File: src/rtl/gen_pkg.sv
// Shared constants for the signal-generator counters.
// Mode encodings and the default count width.
package gen_pkg;

    localparam logic [1:0] MODE_UP     = 2'b00;
    localparam logic [1:0] MODE_DOWN   = 2'b01;
    localparam logic [1:0] MODE_UPDOWN = 2'b10;
    localparam logic [1:0] MODE_HOLD   = 2'b11;

    localparam int WIDTH_DEFAULT = 8;

endpackage

File: src/rtl/tick_prescaler.sv
// Divides enabled cycles by (div+1) into single-cycle step pulses.
// Instantiated by range_counter only when PRESCALE_EN is defined.
module tick_prescaler #(
    parameter int DIV_W = 8
) (
    input  logic             clk,
    input  logic             reset,
    input  logic             enable,
    input  logic [DIV_W-1:0] div,
    input  logic             clear,
    output logic             step
);

    logic [DIV_W-1:0] cnt;

    // >= so a divisor lowered below the running count still terminates
    assign step = enable && !clear && (cnt >= div);

    always_ff @(posedge clk or posedge reset) begin
        if (reset) begin
            cnt <= '0;
        end else if (clear) begin
            cnt <= '0;
        end else if (enable) begin
            if (cnt >= div) cnt <= '0;
            else            cnt <= cnt + 1'b1;
        end
    end

endmodule

File: src/rtl/range_counter.sv
// Bounded up/down/triangle counter with terminal-count pulse.
// Optional prescaler on the step enable: define PRESCALE_EN.
module range_counter
    import gen_pkg::*;
#(
    parameter int WIDTH     = WIDTH_DEFAULT,
    parameter int RESET_VAL = 1,
    parameter int DIV_W     = 8
) (
    input  logic             clk,
    input  logic             reset,
    input  logic             enable,
    input  logic [1:0]       mode,
    input  logic [WIDTH-1:0] lo,
    input  logic [WIDTH-1:0] hi,
    input  logic             load,
    input  logic [WIDTH-1:0] load_val,
`ifdef PRESCALE_EN
    input  logic [DIV_W-1:0] div,
`endif
    output logic [WIDTH-1:0] q,
    output logic             dir,
    output logic             tc
);

    logic             step;
    logic             degen;
    logic             in_range;
    logic [WIDTH-1:0] nq;
    logic             ndir;
    logic             ntc;

`ifdef PRESCALE_EN
    tick_prescaler #(
        .DIV_W (DIV_W)
    ) u_presc (
        .clk    (clk),
        .reset  (reset),
        .enable (enable),
        .div    (div),
        .clear  (load),
        .step   (step)
    );
`else
    assign step = enable;
`endif

    assign degen    = (lo >= hi);
    assign in_range = (q >= lo) && (q <= hi);

    always_comb begin
        nq   = q;
        ndir = dir;
        ntc  = 1'b0;
        if (step && mode != MODE_HOLD) begin
            unique case (1'b1)
                degen: begin
                    nq  = lo;
                    ntc = 1'b1;
                    if (mode == MODE_UP)        ndir = 1'b0;
                    else if (mode == MODE_DOWN) ndir = 1'b1;
                end
                (!degen && !in_range): begin
                    // re-enter the window after a bound change
                    if (mode == MODE_DOWN) begin
                        nq   = hi;
                        ndir = 1'b1;
                    end else begin
                        nq   = lo;
                        ndir = 1'b0;
                    end
                end
                (!degen && in_range): begin
                    unique case (mode)
                        MODE_UP: begin
                            ndir = 1'b0;
                            if (q >= hi) begin
                                nq  = lo;
                                ntc = 1'b1;
                            end else begin
                                nq = q + 1'b1;
                            end
                        end
                        MODE_DOWN: begin
                            ndir = 1'b1;
                            if (q <= lo) begin
                                nq  = hi;
                                ntc = 1'b1;
                            end else begin
                                nq = q - 1'b1;
                            end
                        end
                        MODE_UPDOWN: begin
                            if (!dir) begin
                                if (q >= hi) begin
                                    nq   = hi - 1'b1;
                                    ndir = 1'b1;
                                    ntc  = 1'b1;
                                end else begin
                                    nq = q + 1'b1;
                                end
                            end else begin
                                if (q <= lo) begin
                                    nq   = lo + 1'b1;
                                    ndir = 1'b0;
                                    ntc  = 1'b1;
                                end else begin
                                    nq = q - 1'b1;
                                end
                            end
                        end
                        default: ;
                    endcase
                end
                default: ;
            endcase
        end
    end

    always_ff @(posedge clk or posedge reset) begin
        if (reset) begin
            q   <= WIDTH'(RESET_VAL);
            dir <= 1'b0;
            tc  <= 1'b0;
        end else if (load) begin
            q   <= load_val;
            dir <= 1'b0;
            tc  <= 1'b0;
        end else begin
            q   <= nq;
            dir <= ndir;
            tc  <= ntc;
        end
    end

endmodule
File: config.mk
export PLATFORM = sky130hd
export DESIGN_NAME = range_counter
export DESIGN_NICKNAME = d
export VERILOG_FILES = /design/src/rtl/gen_pkg.sv /design/src/rtl/tick_prescaler.sv /design/src/rtl/range_counter.sv
export SDC_FILE = /design/constraint.sdc
export NUM_CORES = 1
export LEC_CHECK = 0
export ABC_AREA = 0
export BUFFER_PORTS_ARGS = -buffer_cell sky130_fd_sc_hd__buf_2
export CAP_MARGIN = 10
export CORE_ASPECT_RATIO = 2
export CORE_MARGIN = 5
export CORE_UTILIZATION = 58
export DETAILED_ROUTE_END_ITERATION = 10
export PLACE_DENSITY = 0.82
export RECOVER_POWER = 100
export SLEW_MARGIN = 20
export SYNTH_ARGS = -nofsm -noshare
export SYNTH_HDL_FRONTEND = slang
export SYNTH_HIERARCHICAL = 1
export SYNTH_SLANG_ARGS = --single-unit
File: constraint.sdc
create_clock -name clk -period 3.1 [get_ports clk]
set_input_delay 0.155 -clock clk [delete_from_list [all_inputs] [get_ports clk]]
set_output_delay 0.155 -clock clk [all_outputs]
set_load 0.03 [all_outputs]
==> flow_metrics.tcl, run 1 <==
set metrics [dict create \
    synth_edf_count 0 \
    r2r_slack_ps 240 \
    dr_total_vias 2606 \
    vdd.ir_drop.worst_mv 0.302 \
    holdBufCountCts 1 \
    synthesis.instances 301 \
    worst_pin_slew_ps 622 \
    async_reset_ff_share_pct 100 \
    synthFlopType "sky130_fd_sc_hd__dfrtp_1" \
    gr-usage-all-layers_pct 31.2 \
    worst_path_slowest_cell "sky130_fd_sc_hd__dfstp_2" \
    cts_made_buffers 3 \
    most_area_consuming_cells_after_synthesis "sky130_fd_sc_hd__ha_1 18%, sky130_fd_sc_hd__dfrtp_1 10%, sky130_fd_sc_hd__xnor2_1 7.8%" \
    ys_types 55 \
    finalWirelength_mm 7.67 \
    detail_route.iter0.violations 145 \
    initial_cell_density_of_the_core_pct 58.9 \
    timing.rr.end "q[7]" \
    timing.setup.critical_path_class "flop to flop" \
    ctsLongestPathBuffers 2 \
    most_frequent_cells_in_the_layout "32 x sky130_fd_sc_hd__ha_1, 29 x sky130_fd_sc_hd__buf_2, 28 x sky130_fd_sc_hd__nand2_1" \
    holdCritStartpoint "load_val[7]" \
    netlist.top_cell.by_area "sky130_fd_sc_hd__ha_1" \
    rsz0062_at_grt "false" \
    fin_setup_tns_ps 0 \
    placementRows 32 \
    fp.dieArea_mm2 0.00528 \
    kind_of_launch_point_of_the_worst_setup_path "flop" \
    grt_first_pass_wirelength_mm 12.5 \
    report.final.slew_viol_count 0 \
    timing.critical_path.fanout_max 10 \
    slowest_delay_ps 630 \
    first_global_vias 2607 \
    hpwl_mm 6.31 \
    fillerInstances 366 \
    clock_latency_ps 240 \
    post_dp_cell_area_mm2 0.00250 \
    via_per_inst 6.65 \
    post-route-cell-area_mm2 0.00255 \
    final_core_utilization_pct 67.0 \
    post-route-drc-count 0 \
    cp_num_buf_inv 1 \
    port_buffers 39 \
    mappedNetlistArea_mm2 0.00224 \
    hold-worst-slack_ps 173 \
    cts.root.buffer_cell "sky130_fd_sc_hd__clkbuf_8" \
    whs_path_depth 3 \
    synth_seq_cells 10 \
    max-cap-violations 0 \
    min_period_over_period_pct 92.3 \
    detail_route.first_pass.iterations 5 \
    cts.reportedPaths.clkPinSlew_ps 50 \
    critPathRequiredTime_ps 3220 \
    max_freq_mhz 350 \
    post_cts_setup_repair_buffer_count 0 \
    syn-num-nets 363 \
    critPathCaptureType "flop" \
    cts.htree.levels 1 \
    grt_antenna_before_repair 0 \
    synth_largest_type_area_fraction_pct 17.9 \
    cp_data_arrival_time_ps 2980 \
    hold_path_class "input port to flop" \
    layout_commonest_cell "sky130_fd_sc_hd__ha_1" \
    max_slew_margin_pct 58.4 \
    ys_warn_count 6 \
    power_density_mw_per_mm2 429 \
    syn_to_final_growth_pct 13.7 \
    fp.dieW_um 53.9 \
    cts_resized 0 \
    remaining_global_route_overflow 0 \
    core_box_area_mm2 0.00380 \
    height_of_the_die_um 97.9 \
    layout-drive-gt1-share_pct 13.5 \
    crit_path_cell_trace "inv_1 -> ha_1 -> nand4_1 -> o31ai_1 -> o221ai_2 -> and3_1 -> a221o_1 -> a211oi_1 -> nor2_1" \
    num-nets-final 404 \
    drtAntennaViolNets 0 \
    tritoncts "done" \
    rr_startpoint "q[0]" \
    holdPathEnd "q[7]" \
    finalCriticalPeriod_ps 2860 \
    critPathTopFamily "compound AO/OA/AOI/OAI gates" \
    post_synthesis_sequential_area_ratio_pct 11.2 \
    total_i_o_pin_count 40 \
    final-hold-violation-count 0 \
    avgRoutedWirePerCell_um 19.6 \
    status "complete, no violations" \
    insertedDiodeCount 0 \
    synth_area_per_cell_um2 7.44 \
    worstSetupStartpoint "q[0]" \
    leakagePower_nw 1.14 \
    worst-r2r-cell-count 9 \
    fin_worst_skew_ps 2.44 \
    report.final.setup_viol 0 \
    grt_max_degree 20 \
    gpl.final_weighted_congestion 0.994 \
    clock_sink_count 10 \
]
-- state kept, by name, indices dropped and copies added (netlist names) --
register  cells
dir           1
q             8
tc            1
-- synthesized netlist by cell type (2+ instances only) --
master                       n
sky130_fd_sc_hd__a211o_1     2
sky130_fd_sc_hd__a21boi_0    2
sky130_fd_sc_hd__a21o_1      5
sky130_fd_sc_hd__a21oi_1    14
sky130_fd_sc_hd__a221o_1     4
sky130_fd_sc_hd__a221oi_1    5
sky130_fd_sc_hd__a22o_1      3
sky130_fd_sc_hd__a2bb2oi_1   3
sky130_fd_sc_hd__a311oi_1    2
sky130_fd_sc_hd__a31oi_1     8
sky130_fd_sc_hd__a32oi_1     2
sky130_fd_sc_hd__and2_1      3
sky130_fd_sc_hd__and3_1      6
sky130_fd_sc_hd__clkbuf_1    8
sky130_fd_sc_hd__dfrtp_1     9
sky130_fd_sc_hd__ha_1       32
sky130_fd_sc_hd__inv_1      24
sky130_fd_sc_hd__mux2i_1     2
sky130_fd_sc_hd__nand2_1    28
sky130_fd_sc_hd__nand2b_1    6
sky130_fd_sc_hd__nand3_1    12
sky130_fd_sc_hd__nand4_1     9
sky130_fd_sc_hd__nor2_1     16
sky130_fd_sc_hd__nor2b_1     3
sky130_fd_sc_hd__nor3_1      6
sky130_fd_sc_hd__nor4_1      5
sky130_fd_sc_hd__o211ai_1    7
sky130_fd_sc_hd__o21a_1      3
sky130_fd_sc_hd__o21ai_0    14
sky130_fd_sc_hd__o21ai_1     3
sky130_fd_sc_hd__o22ai_1     7
sky130_fd_sc_hd__o31a_1      3
sky130_fd_sc_hd__o31ai_1     2
sky130_fd_sc_hd__xnor2_1    20
sky130_fd_sc_hd__xor2_1      3
-- routing by layer --
metal	global-route usage [%]	vias up	share of wire, %
met5	0	-	0
met4	20.1	0	7.7
met3	2.75	49	6.2
met2	52.8	156	50
met1	35.0	1176	36
li1	-	1225	-
-- final cells by class --
type	instances	area (µm²)	area share (%)
multi-input cells	255	1840	72.2
flip-flops and latches	10	251	9.87
clock buffers	4	55.1	2.16
repair buffers	47	245	9.63
well taps	51	63.8	2.50
inverters	25	93.8	3.68
-- per-stage QoR --
stage	total power, W	std cells	setup slack, ps
3_5_place_dp	0.000918	387	317
2_1_floorplan	0.000703	301	273
3_3_place_gp	0.000913	387	366
6_report	0.00109	392	239
4_1_cts	0.00109	392	312
5_1_grt	0.00117	392	50.3
-- report_power, final --
group	total, W	switching (W)	internal, W
logic	0.000725	0.000460	0.000265
registers	0.000200	0.0000464	0.000154
clock network	0.000169	0.0000568	0.000112
total	0.00109	0.000563	0.000531
-- worst max path at each step --
stage                     endpoint  slack [ps]  depth (start not counted)
after global placement          tc         370                         10
final                         q[7]         240                          9
after global routing          q[7]          50                          9
after floorplan               q[7]         270                         11
after CTS                     q[7]         310                          9
after detailed placement      q[7]         320                          9
-- worst register-to-register path, stage by stage (launching register included) --
cell and delay, ps:
sky130_fd_sc_hd__dfstp_2 630, sky130_fd_sc_hd__inv_1 130, sky130_fd_sc_hd__ha_1 290, sky130_fd_sc_hd__nand4_1 140, sky130_fd_sc_hd__o31ai_1 340, sky130_fd_sc_hd__o221ai_2 230, sky130_fd_sc_hd__and3_1 350, sky130_fd_sc_hd__a221o_1 330
sky130_fd_sc_hd__a211oi_1 230, sky130_fd_sc_hd__nor2_1 80
-- logic make-up (layout without fill, tap and decap cells) --
| kind of cell | Yosys count | count (layout) | synth area share, % |
|---|---|---|---|
| AOI/OAI and AO/OA | 103 | 103 | 33.8 |
| buffers and inverters | 36 | 76 | 6.48 |
| adders and majority gates | 32 | 32 | 17.9 |
| xor gates and xnor gates | 23 | 23 | 8.99 |
| and+or+nand+nor | 95 | 95 | 20.7 |
| muxes | 2 | 2 | 0.894 |
| DFF | 10 | 10 | 11.2 |
Power figures use the tool's default switching activity.
==> run 2: changes to the inputs <==
PLACE_DENSITY = 0.88   (was 0.82)
==> flow_metrics.tcl, run 2 (synthesis results as in run 1) <==
set metrics [dict create \
    power_density_mw_per_mm2 432 \
    most_frequent_cells_in_the_layout "32 x sky130_fd_sc_hd__ha_1, 31 x sky130_fd_sc_hd__buf_2, 28 x sky130_fd_sc_hd__nand2_1" \
    worst_pin_slew_ps 643 \
    clock_sink_count 10 \
    finalCriticalPeriod_ps 2920 \
    timing.setup.critical_path_class "flop to flop" \
    cts.root.buffer_cell "sky130_fd_sc_hd__clkbuf_8" \
    post_dp_cell_area_mm2 0.00252 \
    height_of_the_die_um 97.9 \
    grt_antenna_before_repair 0 \
    port_buffers 39 \
    timing.critical_path.fanout_max 10 \
    fp.dieArea_mm2 0.00528 \
    post_cts_setup_repair_buffer_count 0 \
    worst-r2r-cell-count 10 \
    remaining_global_route_overflow 0 \
    gpl.final_weighted_congestion 0.988 \
    kind_of_launch_point_of_the_worst_setup_path "flop" \
    seqCellArea_um2 251 \
    fillerInstances 355 \
    grt_first_pass_wirelength_mm 13.4 \
    tritoncts "done" \
    detail_route.iter0.violations 116 \
    drtAntennaViolNets 0 \
    hold_path_class "input port to flop" \
    total_i_o_pin_count 40 \
    fp.dieW_um 53.9 \
    insertedDiodeCount 0 \
    placementRows 32 \
    post-route-cell-area_mm2 0.00256 \
    multiInputGateArea_mm2 0.00185 \
    layout_top_registers "q (8), dir (1), tc (1)" \
    grt_max_degree 16 \
    cts.htree.levels 1 \
    via_per_inst 6.74 \
    clock_latency_ps 240 \
    finalWirelength_mm 8.26 \
    hpwl_mm 6.63 \
    initial_cell_density_of_the_core_pct 58.9 \
    dp.cells 390 \
    cts.reportedPaths.clkPinSlew_ps 50 \
    whs_path_depth 3 \
    report.final.setup_viol 0 \
    critPathRequiredTime_ps 3210 \
    gr-usage-all-layers_pct 33.7 \
    report.final.slew_viol_count 0 \
    max_freq_mhz 343 \
    largest_register_ff_count 8 \
    fin_setup_tns_ps 0 \
    status "complete, no violations" \
    registers.top_by_ff_count "q" \
    core_box_area_mm2 0.00380 \
    cts_made_buffers 3 \
    first_global_vias 2729 \
    avgRoutedWirePerCell_um 20.9 \
    post-route-drc-count 0 \
    final-hold-violation-count 0 \
    leakagePower_nw 1.14 \
    fin_worst_skew_ps 1.94 \
    min_period_over_period_pct 94.1 \
    rsz0062_at_grt "false" \
    max-cap-violations 0 \
    cp_data_arrival_time_ps 3030 \
    hold-worst-slack_ps 176 \
    dr_total_vias 2662 \
    layout-drive-gt1-share_pct 14.5 \
    vdd.ir_drop.worst_mv 0.221 \
    layout_commonest_cell "sky130_fd_sc_hd__ha_1" \
    max_slew_margin_pct 57.2 \
    critPathCaptureType "flop" \
    layout_cells_excl_fill 395 \
    syn_to_final_growth_pct 14.4 \
    ctsLongestPathBuffers 2 \
    detail_route.first_pass.iterations 5 \
    num-nets-final 407 \
]
==> run 2: cell types whose count changed in the layout (fill, tap and decap cells not counted), sizes merged <==
cell,change
buf,+3
==> run 2: through the flow <==
stage	utilization, %	setup slack, ps	power [W]
final	67.4	182	0.00111
after detailed placement	66.3	268	0.000941
after CTS	67.8	247	0.00109
after floorplan	-	273	0.000703
after global placement	66.3	320	0.000931
after global routing	67.4	16.9	0.00118
==> run 2: path summary, 6_finish.rpt <==
check                        to        start  slack (ps)
setup / recovery           q[2]         q[0]         180
hold / removal             q[7]  load_val[7]         180
setup reg to reg           q[2]         q[0]         180
hold reg to reg            q[0]         q[0]         580
max in group asynchronous  q[0]        reset        2330
min in group asynchronous  q[1]        reset         440
==> run 2: layout make-up <==
class / count / area share [%]
sequential: 10 / 9.81
timing repair buffer: 50 / 10.3
tap: 51 / 2.49
clock buffer: 4 / 1.76
multi-input combinational: 255 / 72.0
inverter: 25 / 3.66
==> run 2: where the power goes <==
group          internal [W]  switching [W]  total [W]
combinational      0.000277       0.000481   0.000758
sequential         0.000154      0.0000498   0.000204
clock             0.0000905      0.0000556   0.000146
total              0.000522       0.000586    0.00111
==> run 2: routing by layer <==
layer  part of all wire [%]  GRT usage (%)  up-vias
met1                     34           39.0     1199
met2                     50           53.7      169
met5                      0              0        -
met3                    8.1           4.12       60
met4                    7.9           24.4        0
li1                       -              -     1234
==> run 2: what timing repair did <==
action / 4_1_cts / 5_1_grt
endpoints found under the hold margin: 9 / 0
endpoints found under the setup margin: 0 / 4
resized for setup: 0 / 2
hold buffers: 1 / 0
==> run 2: worst max-delay path, cell delays in order, from the launching register on <==
cell and delay (ps):
sky130_fd_sc_hd__dfstp_2 650, sky130_fd_sc_hd__inv_1 140, sky130_fd_sc_hd__ha_1 290, sky130_fd_sc_hd__nand4_1 150, sky130_fd_sc_hd__nor2_1 60, sky130_fd_sc_hd__a211o_1 340
sky130_fd_sc_hd__and2_1 310, sky130_fd_sc_hd__o21ai_0 360, sky130_fd_sc_hd__o22ai_1 120, sky130_fd_sc_hd__o21ai_0 240, sky130_fd_sc_hd__a31oi_1 120
